[src/rtl/and_or_pkg.sv]
// Shared widths and ALU op codes for the AND/OR datapath slice.
// DATAPATH_ADD_SUB_EN enables decoding of OP_ADD/OP_SUB in the top level.
package and_or_pkg;

  localparam int unsigned WIDTH = 32;

  typedef logic [WIDTH-1:0] word_t;

  localparam logic [4:0] OP_OR  = 5'b00001;
  localparam logic [4:0] OP_AND = 5'b00010;
  localparam logic [4:0] OP_ADD = 5'b00011;
  localparam logic [4:0] OP_SUB = 5'b00100;

endpackage

[src/rtl/dp_reg32.sv]
// Datapath register: synchronous active-high clear, load enable, clear wins.
module dp_reg32
  import and_or_pkg::*;
(
  input  logic  clk_i,
  input  logic  clear_i,
  input  logic  load_i,
  input  word_t d_i,
  output word_t q_o
);

  word_t q_q;

  always_ff @(posedge clk_i) begin
    if (clear_i) begin
      q_q <= '0;
    end else if (load_i) begin
      q_q <= d_i;
    end
  end

  assign q_o = q_q;

endmodule

[src/rtl/and_or_datapath.sv]
// Single-bus datapath slice: register file, priority bus mux and AND/OR/inc ALU.
// DATAPATH_ADD_SUB_EN adds ADD/SUB decoding to the ALU.
module and_or_datapath
  import and_or_pkg::*;
(
  input  logic        Clock,
  input  logic        Clear,
  input  logic        PCout,
  input  logic        Zlowout,
  input  logic        MDRout,
  input  logic        R2out,
  input  logic        R3out,
  input  logic        MARin,
  input  logic        PCin,
  input  logic        IRin,
  input  logic        Yin,
  input  logic        ZLowIn,
  input  logic        R1in,
  input  logic        R2in,
  input  logic        R3in,
  input  logic        MDRin,
  input  logic        Read,
  input  logic        IncPC,
  input  logic [4:0]  op_code,
  input  logic [31:0] Mdatain,
  output logic [31:0] zlo_contents
);

  word_t bus;
  word_t alu_result;
  word_t mdr_d;
  word_t pc_q, mar_q, mdr_q, ir_q, y_q, zlow_q, r1_q, r2_q, r3_q;

  // Priority mux; an idle bus reads as zero.
  always_comb begin
    bus = '0;
    if (PCout) begin
      bus = pc_q;
    end else if (Zlowout) begin
      bus = zlow_q;
    end else if (MDRout) begin
      bus = mdr_q;
    end else if (R2out) begin
      bus = r2_q;
    end else if (R3out) begin
      bus = r3_q;
    end
  end

  always_comb begin
    alu_result = '0;
    if (IncPC) begin
      alu_result = bus + word_t'(1);
    end else begin
      case (op_code)
        OP_AND:  alu_result = y_q & bus;
        OP_OR:   alu_result = y_q | bus;
`ifdef DATAPATH_ADD_SUB_EN
        OP_ADD:  alu_result = y_q + bus;
        OP_SUB:  alu_result = y_q - bus;
`endif
        default: alu_result = '0;
      endcase
    end
  end

  assign mdr_d = Read ? Mdatain : bus;

  dp_reg32 u_pc   (.clk_i(Clock), .clear_i(Clear), .load_i(PCin),   .d_i(bus),        .q_o(pc_q));
  dp_reg32 u_mar  (.clk_i(Clock), .clear_i(Clear), .load_i(MARin),  .d_i(bus),        .q_o(mar_q));
  dp_reg32 u_mdr  (.clk_i(Clock), .clear_i(Clear), .load_i(MDRin),  .d_i(mdr_d),      .q_o(mdr_q));
  dp_reg32 u_ir   (.clk_i(Clock), .clear_i(Clear), .load_i(IRin),   .d_i(bus),        .q_o(ir_q));
  dp_reg32 u_y    (.clk_i(Clock), .clear_i(Clear), .load_i(Yin),    .d_i(bus),        .q_o(y_q));
  dp_reg32 u_zlow (.clk_i(Clock), .clear_i(Clear), .load_i(ZLowIn), .d_i(alu_result), .q_o(zlow_q));
  dp_reg32 u_r1   (.clk_i(Clock), .clear_i(Clear), .load_i(R1in),   .d_i(bus),        .q_o(r1_q));
  dp_reg32 u_r2   (.clk_i(Clock), .clear_i(Clear), .load_i(R2in),   .d_i(bus),        .q_o(r2_q));
  dp_reg32 u_r3   (.clk_i(Clock), .clear_i(Clear), .load_i(R3in),   .d_i(bus),        .q_o(r3_q));

  // MAR, IR and R1 feed logic outside this slice.
  logic unused_regs;
  assign unused_regs = ^{mar_q, ir_q, r1_q};

  assign zlo_contents = zlow_q;

endmodule

[config.mk]
export PLATFORM = sky130hd
export DESIGN_NAME = and_or_datapath
export DESIGN_NICKNAME = d
export VERILOG_FILES = /design/src/rtl/and_or_pkg.sv /design/src/rtl/dp_reg32.sv /design/src/rtl/and_or_datapath.sv
export SDC_FILE = /design/constraint.sdc
export NUM_CORES = 1
export LEC_CHECK = 0
export ABC_AREA = 1
export BUFFER_PORTS_ARGS = -buffer_cell sky130_fd_sc_hd__buf_2
export CAP_MARGIN = 0
export CELL_PAD_IN_SITES_DETAIL_PLACEMENT = 1
export CELL_PAD_IN_SITES_GLOBAL_PLACEMENT = 2
export CORE_MARGIN = 2
export CORE_UTILIZATION = 34
export DETAILED_ROUTE_END_ITERATION = 10
export GPL_TIMING_DRIVEN = 0
export PLACE_DENSITY_LB_ADDON = 0.08
export SYNTH_ARGS = -nofsm -noshare
export SYNTH_HDL_FRONTEND = slang
export SYNTH_HIERARCHICAL = 1
export SYNTH_SLANG_ARGS = --single-unit
[constraint.sdc]
create_clock -name Clock -period 6.52 [get_ports Clock]
set_input_delay 0.326 -clock Clock [delete_from_list [all_inputs] [get_ports Clock]]
set_output_delay 0.326 -clock Clock [all_outputs]
set_load 0.02 [all_outputs]
; ---- After elaboration in Yosys (flattened, before gate mapping)
; Cells that the tools add are included.
[op_classes]
addsub = 1
n_eq_ne = 2
muxes = 8
bitwise_logic = 2
[ops]
columns = operator, n
row1 = 32-bit 2-to-1 mux, 7
row2 = 32-bit case mux with 2 select lines, 1
row3 = 32-bit by 1-bit adder with 32-bit output (second input constant), 1
row4 = 32-bit bitwise AND, 1
row5 = 32-bit OR, 1
row6 = 5-bit by 1-bit equality test with 1-bit output (second input constant), 1
row7 = 5-bit by 2-bit equality test with 1-bit output (second input constant), 1
[totals]
register_bits = 192
inputBits = 55
word_cells = 19

; ---- Logic depth before layout (Yosys ltp)
; Gate-level depths: netlist of run 1.
[logic_depth]
depth_word = 8
ltp_mapped = 21
depth_no_buf = 20

; ---- Cells and area by module
; Netlist of run 1, hierarchy kept.
[by_module_without_submodules]
columns = mod, instances, cells_each, area_each_um2
row1 = dp_reg32, 6, 203, 1338.8
row2 = and_or_datapath, 1, 873, 3957.5

; ---- Least setup slack after synthesis of run 1
; Ideal clock, no wire load.
[synth_timing]
kind = input to register
startpoint = input port MDRout
endpoint = register u_zlow.q_q[30], in the netlist u_zlow/q_o[30]
setup_time_ns = 0.113
arrival_ns = 2.194
required_time_ns = 6.407
setup_slack_ns = 4.213
path_stages = 19
path_cell_list = buf_6 inv_6 buf_6 nor2_1 nor2_1 nand2_1 a21oi_2 ha_1 nand3_1 nor2_1 nand2_1 nor2_2 nand3_1 nand3_1 nand2_1 inv_1 nand2_1 nand2_1 nor2_1
[synth_lines]
columns = item, line
row1 = from (decl), and_or_datapath.sv:10  ; input logic MDRout,
row2 = 32-bit 2-to-1 mux, and_or_datapath.sv:41  ; end else if (MDRout) begin
row3 = 32-bit 2-to-1 mux, and_or_datapath.sv:39  ; end else if (Zlowout) begin
row4 = 32-bit 2-to-1 mux, and_or_datapath.sv:37  ; if (PCout) begin
row5 = named net bus[1], and_or_datapath.sv:29  ; word_t bus;
row6 = 32-bit by 1-bit adder with 32-bit output, and_or_datapath.sv:53  ; alu_result = bus + word_t'(1);
row7 = 32-bit 2-to-1 mux, and_or_datapath.sv:52  ; if (IncPC) begin
row8 = named net alu_result[30], and_or_datapath.sv:30  ; word_t alu_result;
row9 = to (signal assigned), dp_reg32.sv:18  ; q_q <= d_i;
row10 = to (decl), dp_reg32.sv:12  ; word_t q_q;
; The timed path passes the listed nets, and every way through them passes these cells.
; A chain may end at the register's enable or synchronous reset.

; ---- Worst setup path in the final report of run 1
[layout_timing]
startpoint = register u_r3.q_q[1], in the netlist u_r3/q_o[1]
endpoint = register u_zlow.q_q[28], in the netlist u_zlow/q_o[28]
[layout_between]
elab_chain_len = 7
[layout_rtl]
columns = item, line
row1 = from (decl), dp_reg32.sv:12
row2 = from (signal assigned), dp_reg32.sv:18
row3 = 32-bit 2-to-1 mux, and_or_datapath.sv:45  ; end else if (R3out) begin
row4 = 32-bit 2-to-1 mux, and_or_datapath.sv:43  ; end else if (R2out) begin
row5 = 32-bit 2-to-1 mux, and_or_datapath.sv:41
row6 = 32-bit 2-to-1 mux, and_or_datapath.sv:39
row7 = 32-bit 2-to-1 mux, and_or_datapath.sv:37
row8 = named net bus[1], and_or_datapath.sv:29
row9 = 32-bit by 1-bit adder with 32-bit output, and_or_datapath.sv:53
row10 = 32-bit 2-to-1 mux, and_or_datapath.sv:52
row11 = named net alu_result[28], and_or_datapath.sv:30
; The timed path passes the listed nets, and every way through them passes these cells.

==> flow_summary.yaml, run 1 <==
global_routing:
  grt_pass1_wl_um: 70740
  grt_max_degree: 17
  grt_pass1_vias: 12109
  antenna_found_initial: 0
  grt_usage_pct: 25.95
  overflow: 0
place:
  hpwl_um: 37180
  gp_congestion: 0.8738
  dp_slack_ps: 2996
  io_buffers: 70
power_and_ir_drop:
  internal-power_uw: 2066
  power_switching_uw: 1019
  power_density_nw_per_um2: 228.5
  p_leak_uw: 0.007073
  vdd_drop_max_uv: 167.1
  p_seq_share_pct: 42.7
  pwr-share-comb_pct: 22.3
  switching_share_pct: 33.03
  pwr-share-clk_pct: 35.0
drt:
  drc: 0
  vias: 12302
  drt_iter0_drc: 575
  detail_route.wl_per_cell_um: 17.59
  wirelength_um: 46580
  ant_nets: 0
  drt-pass1-iter-count: 4
  viasPerCell: 4.646
cts:
  cts.sinks: 192
  cts_made_buffers: 17
  tritoncts: "built"
  ctsHtreeMaxLevel: 4
  clockBufferDepth: 2
  post_cts_buffers: 0
  clk_pin_slew_ps: 70
  cts_resized: 0
  clk-insertion-delay-late_ps: 450
  root_buffer: "clkbuf_16"
  ctsHoldBuffers: 0
sta:
  finalCritPeriodShare_pct: 47.99
  skew_ps: 9.777
  slew_viol_final: 0
  max_freq_mhz: 319.6
  relSlewSlack_pct: 30.42
  setup_violations: 0
  fin_tns_setup_ps: 0
  setup_slack_ps: 3391
  tightest_slew_ps: 1035
  hold_ws_ps: 199.4
  final.min_clock_period_ps: 3129
  grt_setup_unrepaired: "false"
  hold_violations: 0
setup_path:
  cp.required_ps: 6920
  critPathCaptureType: "register"
  cp_max_fo: 9
  crit_path_start_kind: "register"
  crit_type: "register to register"
  critPathArrivalTime_ps: 3520
final_layout:
  drive_above_1_share_pct: 10.90
  fill_cells: 4809
  n_antenna_cell: 0
  mostFrequentLayoutCells: "nand2_1, nor2_1, inv_1, dfxtp_1, buf_2"
  final_common_cell: "nand2_1"
  fin_nets: 2236
  area_delta_synth_final_pct: 12.59
floorplan:
  ios: 87
  initial_utilization_pct: 34.63
  dieArea_um2: 36780
  rows: 68
  die_x_um: 191.8
  coreArea_um2: 34630
  die_y_um: 191.8
synth:
  synth_edf_count: 0
  synthesis.area_um2: 11990
  async_reset_ff_share_pct: 0
  yosysUniqueCellTypes: 30
  ys.flop_type: "dfxtp_1"
  synth_cells: 2091
  synth-seq-area-share_pct: 32.06
  ys_warn_count: 6
  avgSynthCellArea_um2: 5.734
  synthesis.nets: 2147
  ys_ff_latch: 192
worst_hold_path:
  hold_class: "input pin to register"
outcome:
  outcome: "finished clean"
run:
  max_cap_violations: 0
[registers in the layout, indices dropped and copies added (netlist names)]
register    count
u_r2/q_o       32
u_mdr/q_o      32
u_y/q_o        32
u_zlow/q_o     32
u_pc/q_o       32
u_r3/q_o       32
[cells by family after synthesis]
logic type      count (synthesis)  share of synthesized area (%)
compound gates                179                          8.578
fa+ha+maj                       1                         0.1043
buf+inv                       374                          15.52
flops                         192                          32.06
simple gates                 1345                          43.74
[final cells by class]
cell class,count,area (µm²),area share (%)
Buffer,109,855.8,6.339
Clock buffer,22,474.2,3.513
Clock inverter,10,110.1,0.8156
Inverter,265,1005,7.442
Multi-Input combinational cell,1525,6292,46.61
Sequential cell,192,3844,28.47
Tap cell,455,569.3,4.217
Timing Repair Buffer,70,350.3,2.595
[per-stage QoR]
| step | power, µW | std cells | instance area [µm²] | utilization (%) |
|---|---|---|---|---|
| 6_report | 3085 | 2648 | 13500 | 38.99 |
| 5_1_grt | 3255 | 2648 | 13500 | 38.99 |
| 4_1_cts | 3114 | 2648 | 13500 | 38.99 |
| 3_5_place_dp | 2029 | 2616 | 12920 | 37.30 |
| 3_3_place_gp | 2011 | 2616 | 12910 | 37.28 |
| 2_1_floorplan | 1793 | 2091 | 11990 | - |
[metal layers]
layer	routed length [µm]	GRT usage, %	vias up
li1	-	-	6414
met2	21100	43.14	128
met1	23730	35.74	5728
met4	798	6.657	0
met3	948	2.759	32
met5	0	0	-
[cell usage after synthesis, types with 6 or more instances]
master | number | share of area, %
nand2_1 | 691 | 22
nor2_1 | 544 | 17
inv_1 | 253 | 7.9
dfxtp_1 | 192 | 32
nand3_1 | 82 | 3.4
o21ai_0 | 78 | 3.3
a21oi_1 | 68 | 2.8
buf_6 | 50 | 4.7
buf_2 | 33 | 1.4
clkbuf_1 | 17 | 0.53
nor2_2 | 11 | 0.57
inv_2 | 10 | 0.31
a21oi_4 | 9 | 1.2
o21ai_1 | 9 | 0.38
buf_4 | 8 | 0.50
a31oi_1 | 7 | 0.37
nand2_2 | 6 | 0.31
[path summary, 6_finish.rpt]
kind,startpoint,to,slack [ps],depth (start not counted)
worst min register to register,u_mdr/q_o[30]$_SDFFE_PP0P_,u_mdr/q_o[30]$_SDFFE_PP0P_,470,2
worst min-delay path,Yin,u_y/q_o[1]$_SDFFE_PP0P_,200,4
worst max-delay path,u_r3/q_o[1]$_SDFFE_PP0P_,u_zlow/q_o[28]$_SDFFE_PP0P_,3390,17
worst max register to register,u_r3/q_o[1]$_SDFFE_PP0P_,u_zlow/q_o[28]$_SDFFE_PP0P_,3390,17
[power groups by stage]
| stage | Combinational [µW] | Sequential (µW) | Clock [µW] |
|---|---|---|---|
| 4_1_cts | 687 | 1320 | 1110 |
| 5_1_grt | 775 | 1330 | 1150 |
| 6_report | 688 | 1320 | 1080 |
| 2_1_floorplan | 453 | 1340 | 0 |
| 3_5_place_dp | 685 | 1340 | 0 |
| 3_3_place_gp | 671 | 1340 | 0 |
[critical path, cell delays in order, from the launching register on]
cell	delay [ps]
dfxtp_1	340
nand3_1	80
nand2_1	120
nand2_1	140
a21oi_2	610
ha_1	330
nand3_1	130
nor2_1	230
nand3_2	170
nor2_1	380
nand3_1	120
nand2_1	80
nand3_1	70
nand2_1	60
inv_1	40
nand2_1	50
nand2_1	40
nor2_1	70
(Power assumes the default switching activity.)
==> inputs of run 2 (changes only) <==
Settings changed: CORE_UTILIZATION 34 to 29.
Clock period 6.52 ns to 2.5 ns, I/O delays scaled along.
==> run 2 against run 1 <==
Flip-flop and latch count did not move; worst setup slack got worse by 3200 ps; clock skew barely moved; register-to-register slack got worse by 3200 ps; design area rose by 3.2%; utilization fell by 4.9 points; wire length rose by 5.8%; critical endpoint is now u_zlow/q_o[27]$_SDFFE_PP0P_; largest power group unchanged.
==> flow_summary.yaml, run 2 (synthesis gave the netlist of run 1 again) <==
floorplan:
  die_y_um: 207.3
  die_x_um: 207.3
  rows: 74
  initial_utilization_pct: 29.37
  coreArea_um2: 40830
  ios: 87
  dieArea_um2: 42990
power_and_ir_drop:
  power_uw: 8095
  internal-power_uw: 5376
  power_switching_uw: 2719
  p_leak_uw: 0.007147
  vdd_drop_max_uv: 505.5
  power_density_nw_per_um2: 580.9
  p_seq_share_pct: 42.5
  switching_share_pct: 33.59
  pwr-share-clk_pct: 34.3
  pwr-share-comb_pct: 23.2
global_routing:
  grt_usage_pct: 23.24
  overflow: 0
  grt_pass1_vias: 12244
  grt_max_degree: 17
  antenna_found_initial: 0
  grt_pass1_wl_um: 74510
setup_path:
  slowest_stage: "dfxtp_1"
  cp.required_ps: 2940
  critPathArrivalTime_ps: 2770
  cp_cell_sequence: "nand3_1 > nand2_1 > nand2_1 > nand2_1 > nand2_2 > clkinvlp_4 > nand2_1 > nor2_2 > nand2_4 > nor2_2 > nand2_1 > nand2_1 > nand3_1 > nand2_1 > inv_1 > nand2_1 > nand2_1 > nor2_1"
  critical-path-max-stage-delay_ps: 340
  critical_path.most_common_cell: "nand2_1"
  crit_type: "register to register"
  critPathCaptureType: "register"
  crit_path_start_kind: "register"
  cp_max_fo: 8
sta:
  hold_violations: 0
  setup_slack_ps: 166.9
  slew_viol_final: 0
  fin_tns_setup_ps: 0
  max_freq_mhz: 428.6
  skew_ps: 9.726
  setup_violations: 0
  relSlewSlack_pct: 41.27
  tightest_slew_ps: 873.6
  final.min_clock_period_ps: 2333
  finalCritPeriodShare_pct: 93.32
drt:
  vias: 12309
  drc: 0
  wirelength_um: 49290
  drt_iter0_drc: 525
  viasPerCell: 4.484
  highest_layer: "met4"
  drt-met1-wl_um: 24540
  met2_length_um: 22440
  ant_nets: 0
  detail_route.wl_per_cell_um: 17.96
  wl_met3_um: 1207
  drt-pass1-iter-count: 5
cts:
  root_buffer: "clkbuf_16"
  cts.sinks: 192
  clk-insertion-delay-late_ps: 500
  ctsHtreeMaxLevel: 4
  cts_made_buffers: 17
  clockBufferDepth: 2
  tritoncts: "built"
  clk_pin_slew_ps: 70
final_layout:
  final_area_um2: 13940
  utilization_pct: 34.13
  fill_cells: 5515
  area_delta_synth_final_pct: 16.23
  final_common_cell: "nand2_1"
  mostFrequentLayoutCells: "nand2_1, nor2_1, inv_1, dfxtp_1, buf_2"
  n_antenna_cell: 0
  drive_above_1_share_pct: 12.83
  fin_nets: 2257
place:
  io_buffers: 70
  gp_congestion: 0.8227
  hpwl_um: 38950
  dp_slack_ps: -823.1
  post_dp_cell_area_um2: 13010
outcome:
  outcome: "finished clean"
worst_hold_path:
  hold_class: "input pin to register"
run:
  max_cap_violations: 0
[run 2: cell count changes in the layout (fill, tap and decap cells not counted), moves of 4 or more]
cell,previous run,this run
buf_4,8,19
nand2_1,691,680
nand2_2,6,16
nor2_1,544,536
dlygate4sd3_1,0,7
inv_1,253,246
inv_4,0,5
nor2_4,3,8
inv_2,10,6
[run 2: worst paths after layout]
kind	to	slack [ps]	startpoint	cells past startpoint
worst min-delay path	u_mdr/q_o[15]$_SDFFE_PP0P_	30	Mdatain[15]	7
worst max-delay path	u_zlow/q_o[27]$_SDFFE_PP0P_	170	u_r3/q_o[6]$_SDFFE_PP0P_	18
worst min register to register	u_r3/q_o[3]$_SDFFE_PP0P_	470	u_r3/q_o[3]$_SDFFE_PP0P_	2
worst max register to register	u_zlow/q_o[27]$_SDFFE_PP0P_	170	u_r3/q_o[6]$_SDFFE_PP0P_	18
[run 2: power groups by stage]
stage               combinational [µW]  sequential [µW]  clock, µW
finish                            1880             3440       2780
global route                      2130             3460       2970
CTS                               1840             3440       2880
detailed placement                1800             3510          0
global placement                  1770             3500          0
floorplan                         1180             3500          0
[run 2: final cells by class]
cell class	instances	area, µm²	area share [%]
multi-input combinational	1525	6422	46.09
sequential	192	3846	27.60
inverter	265	1040	7.461
buffer	109	855.8	6.141
tap	532	665.6	4.776
timing repair buffer	91	545.5	3.915
clock buffer	25	505.5	3.627
clock inverter	6	55.05	0.3950
[run 2: critical path, delay by kind of cell (launching register included)]
| kind | cells | cell delay (ps) |
|---|---|---|
| DFF | 1 | 340 |
| buffers and inverters | 2 | 300 |
| and+or+nand+nor | 16 | 1640 |
[run 2: repair_timing]
| item | CTS | global route |
|---|---|---|
| hold buffers | 7 | 0 |
| hold endpoints to repair | 25 | 0 |
| pin swaps | 3 | 9 |
| gates resized for setup | 11 | 40 |
| buffers inserted | 2 | 12 |
| endpoints found under the setup margin | 25 | 23 |
[run 2: layer usage]
metal	up-vias	GRT usage [%]
met3	39	3.207
met1	5673	31.62
met2	125	37.83
met4	0	7.685
li1	6472	-
met5	-	0
[run 2: stage by stage]
| step | hold WS [ps] | instances |
|---|---|---|
| after global routing | 69.06 | 2745 |
| after detailed placement | 464.4 | 2693 |
| after CTS | 0.9296 | 2733 |
| after floorplan | 306.6 | 2091 |
| final | 28.27 | 2745 |
| after global placement | 456.8 | 2693 |
==> inputs of run 3 (changes only) <==
Settings changed: ABC_AREA 1 to default, CAP_MARGIN 0 to default, CORE_UTILIZATION 29 to 34.
==> run 3 against run 2 <==
The run now ends with setup timing left; cell count is 39% lower; utilization increased by 9.1 points; first-iteration DRC count down 5.3%; clock power is 3% higher; critical endpoint is now u_zlow/q_o[30]$_SDFFE_PP0P_.
==> flow_summary.yaml, run 3 <==
outcome:
  outcome: "finished with violations"
  violations: "setup timing"
place:
  gp_congestion: 0.8184
  numPlacedInstances: 1585
  io_buffers: 74
  hpwl_um: 28340
cts:
  clk_pin_slew_ps: 80
  tritoncts: "built"
  cts_made_buffers: 17
  cts.sinks: 192
  clk-insertion-delay-late_ps: 460
  clockBufferDepth: 2
  root_buffer: "clkbuf_16"
  ctsHtreeMaxLevel: 4
final_layout:
  area_delta_synth_final_pct: 25.40
  utilization_pct: 43.24
  mostFrequentLayoutCells: "nor2_1, mux2i_1, dfxtp_1, buf_2, buf_4"
  final_common_cell: "nor2_1"
  seq_area_um2: 3850
  drive_above_1_share_pct: 24.51
  instances_no_fill: 1667
  multi_input_area_um2: 5981
  n_antenna_cell: 0
  fill_cells: 3422
  fin_nets: 1320
sta:
  tightest_slew_ps: 1077
  fin_tns_setup_ps: -1340
  slew_viol_final: 0
  setup_violations: 12
  skew_ps: 14.51
  setup_slack_ps: -214.1
  finalCritPeriodShare_pct: 108.6
  grt_setup_unrepaired: "true"
  relSlewSlack_pct: 28.17
  hold_ws_ps: 10.08
  max_freq_mhz: 368.4
  hold_violations: 0
  final.min_clock_period_ps: 2714
drt:
  drc: 0
  wirelength_um: 40530
  detail_route.wl_per_cell_um: 24.32
  drt_iter0_drc: 497
  ant_nets: 0
  viasPerCell: 5.496
  vias: 9162
  drt-pass1-iter-count: 5
power_and_ir_drop:
  p_seq_share_pct: 43.7
  p_leak_uw: 0.005394
  switching_share_pct: 30.21
  vdd_drop_max_uv: 411.6
  internal-power_uw: 5219
  pwr-share-clk_pct: 38.1
  power_switching_uw: 2259
  power_density_nw_per_um2: 585.0
  pwr-share-comb_pct: 18.2
synth:
  synth_cells: 1121
  yosysUniqueCellTypes: 62
  async_reset_ff_share_pct: 0
  synthesis.area_um2: 10190
  ys_warn_count: 6
  yosysTopAreaCell: "dfxtp_1"
  synth_edf_count: 0
  yosysMostFrequentCell: "nor2_1"
  synth_top_area_share_pct: 37.71
  ys.flop_type: "dfxtp_1"
  avgSynthCellArea_um2: 9.093
  ys_ff_latch: 192
  synth_area_leaders: "dfxtp_1, mux2i_1, nor2_1"
  synthesis.nets: 1177
  synth_commonest_cells: "nor2_1, dfxtp_1, mux2i_1"
  synth-seq-area-share_pct: 37.71
setup_path:
  reg2reg_depth: 11
  cp_max_fo: 4
  critPathArrivalTime_ps: 3110
  cp.required_ps: 2890
  r2r_end: "u_zlow/q_o[30]$_SDFFE_PP0P_"
  startpoint: "u_r2/q_o[4]$_SDFFE_PP0P_"
  crit_path_start_kind: "register"
  crit_type: "register to register"
  r2r_start: "u_r2/q_o[4]$_SDFFE_PP0P_"
  critPathCaptureType: "register"
  cp-endpoint: "u_zlow/q_o[30]$_SDFFE_PP0P_"
  r2r_slack_ps: -210
global_routing:
  antenna_found_initial: 1
  overflow: 0
  grt_usage_pct: 26.33
  grt_pass1_wl_um: 60720
  grt_pass1_vias: 9405
  grt_max_degree: 31
floorplan:
  rows: 63
  dieArea_um2: 31380
  ios: 87
  initial_utilization_pct: 34.48
  die_x_um: 177.2
  die_y_um: 177.2
  coreArea_um2: 29560
run:
  max_cap_violations: 0
worst_hold_path:
  hold_class: "input pin to register"
[run 3: changes by cell type after synthesis, moves of 39 or more]
| cell | change |
|---|---|
| nand2_1 | -646 |
| nor2_1 | -341 |
| inv_1 | -217 |
| mux2i_1 | +192 |
| nand3_1 | -73 |
| buf_6 | -39 |
[run 3: critical path, cell delays in order (launching register included)]
cell and delay [ps]:
dfxtp_2 340, a21oi_2 50, a221o_1 360, a22oi_2 250, and4_1 240, buf_6 120
nand4_1 220, buf_4 230, or4_1 460, a31oi_1 200, mux2i_1 100, nor2_1 80
[run 3: worst min path at each step]
stage          startpoint                           to  depth (start not counted)
2_1_floorplan       Clear   u_mdr/q_o[29]$_SDFFE_PP0P_                          1
3_3_place_gp          Yin     u_y/q_o[29]$_SDFFE_PP0P_                          3
3_5_place_dp          Yin     u_y/q_o[29]$_SDFFE_PP0P_                          3
4_1_cts        Mdatain[6]    u_mdr/q_o[6]$_SDFFE_PP0P_                          5
5_1_grt            ZLowIn  u_zlow/q_o[29]$_SDFFE_PP0P_                          3
6_report       Mdatain[7]    u_mdr/q_o[7]$_SDFFE_PP0P_                          5
[run 3: repair_timing]
action	CTS	global route
gates cloned	0	1
hold buffers	1	0
pin swaps	27	21
setup buffers	38	12
endpoints found under the hold margin	1	0
endpoints found under the setup margin	29	30
gates resized for setup	95	39
[run 3: layout make-up]
class | count | share of cell area, %
sequential | 192 | 30.12
tap | 390 | 3.818
buffer | 91 | 7.244
clock buffer | 21 | 3.680
timing repair buffer | 126 | 6.304
inverter | 37 | 1.145
clock inverter | 11 | 0.9005
multi-input combinational | 799 | 46.79
[run 3: stage by stage]
stage | area, µm² | power, µW | setup slack [ps]
CTS | 12450 | 7495 | -170.2
finish | 12780 | 7478 | -214.1
global placement | 11160 | 4509 | -1422
global route | 12780 | 7786 | -323.4
floorplan | 10300 | 4110 | -450.7
detailed placement | 11170 | 4523 | -1433
[run 3: logic make-up after synthesis]
kind of cell    after synthesis  synth area share (%)
xor+xnor                     12                 1.031
buf+inv                     130                 8.862
fa+ha+maj                     1                0.1227
flops                       192                 37.71
mux                         202                 19.96
simple gates                351                 15.99
compound gates              233                 16.33
[run 3: layer usage]
metal / part of all wire, % / up-vias / global-route usage [%]
li1: - / 4325 / -
met1: 45 / 4587 / 34.07
met2: 47 / 197 / 43.21
met3: 3.3 / 53 / 3.565
met4: 4.2 / 0 / 12.50
met5: 0 / - / 0
[run 3: power groups by stage]
stage          combinational [µW]  clock (µW)  sequential (µW)
3_3_place_gp                 1170           0             3340
5_1_grt                      1460        3040             3290
4_1_cts                      1320        2910             3270
3_5_place_dp                 1190           0             3340
2_1_floorplan                 766           0             3340
6_report                     1360        2850             3270
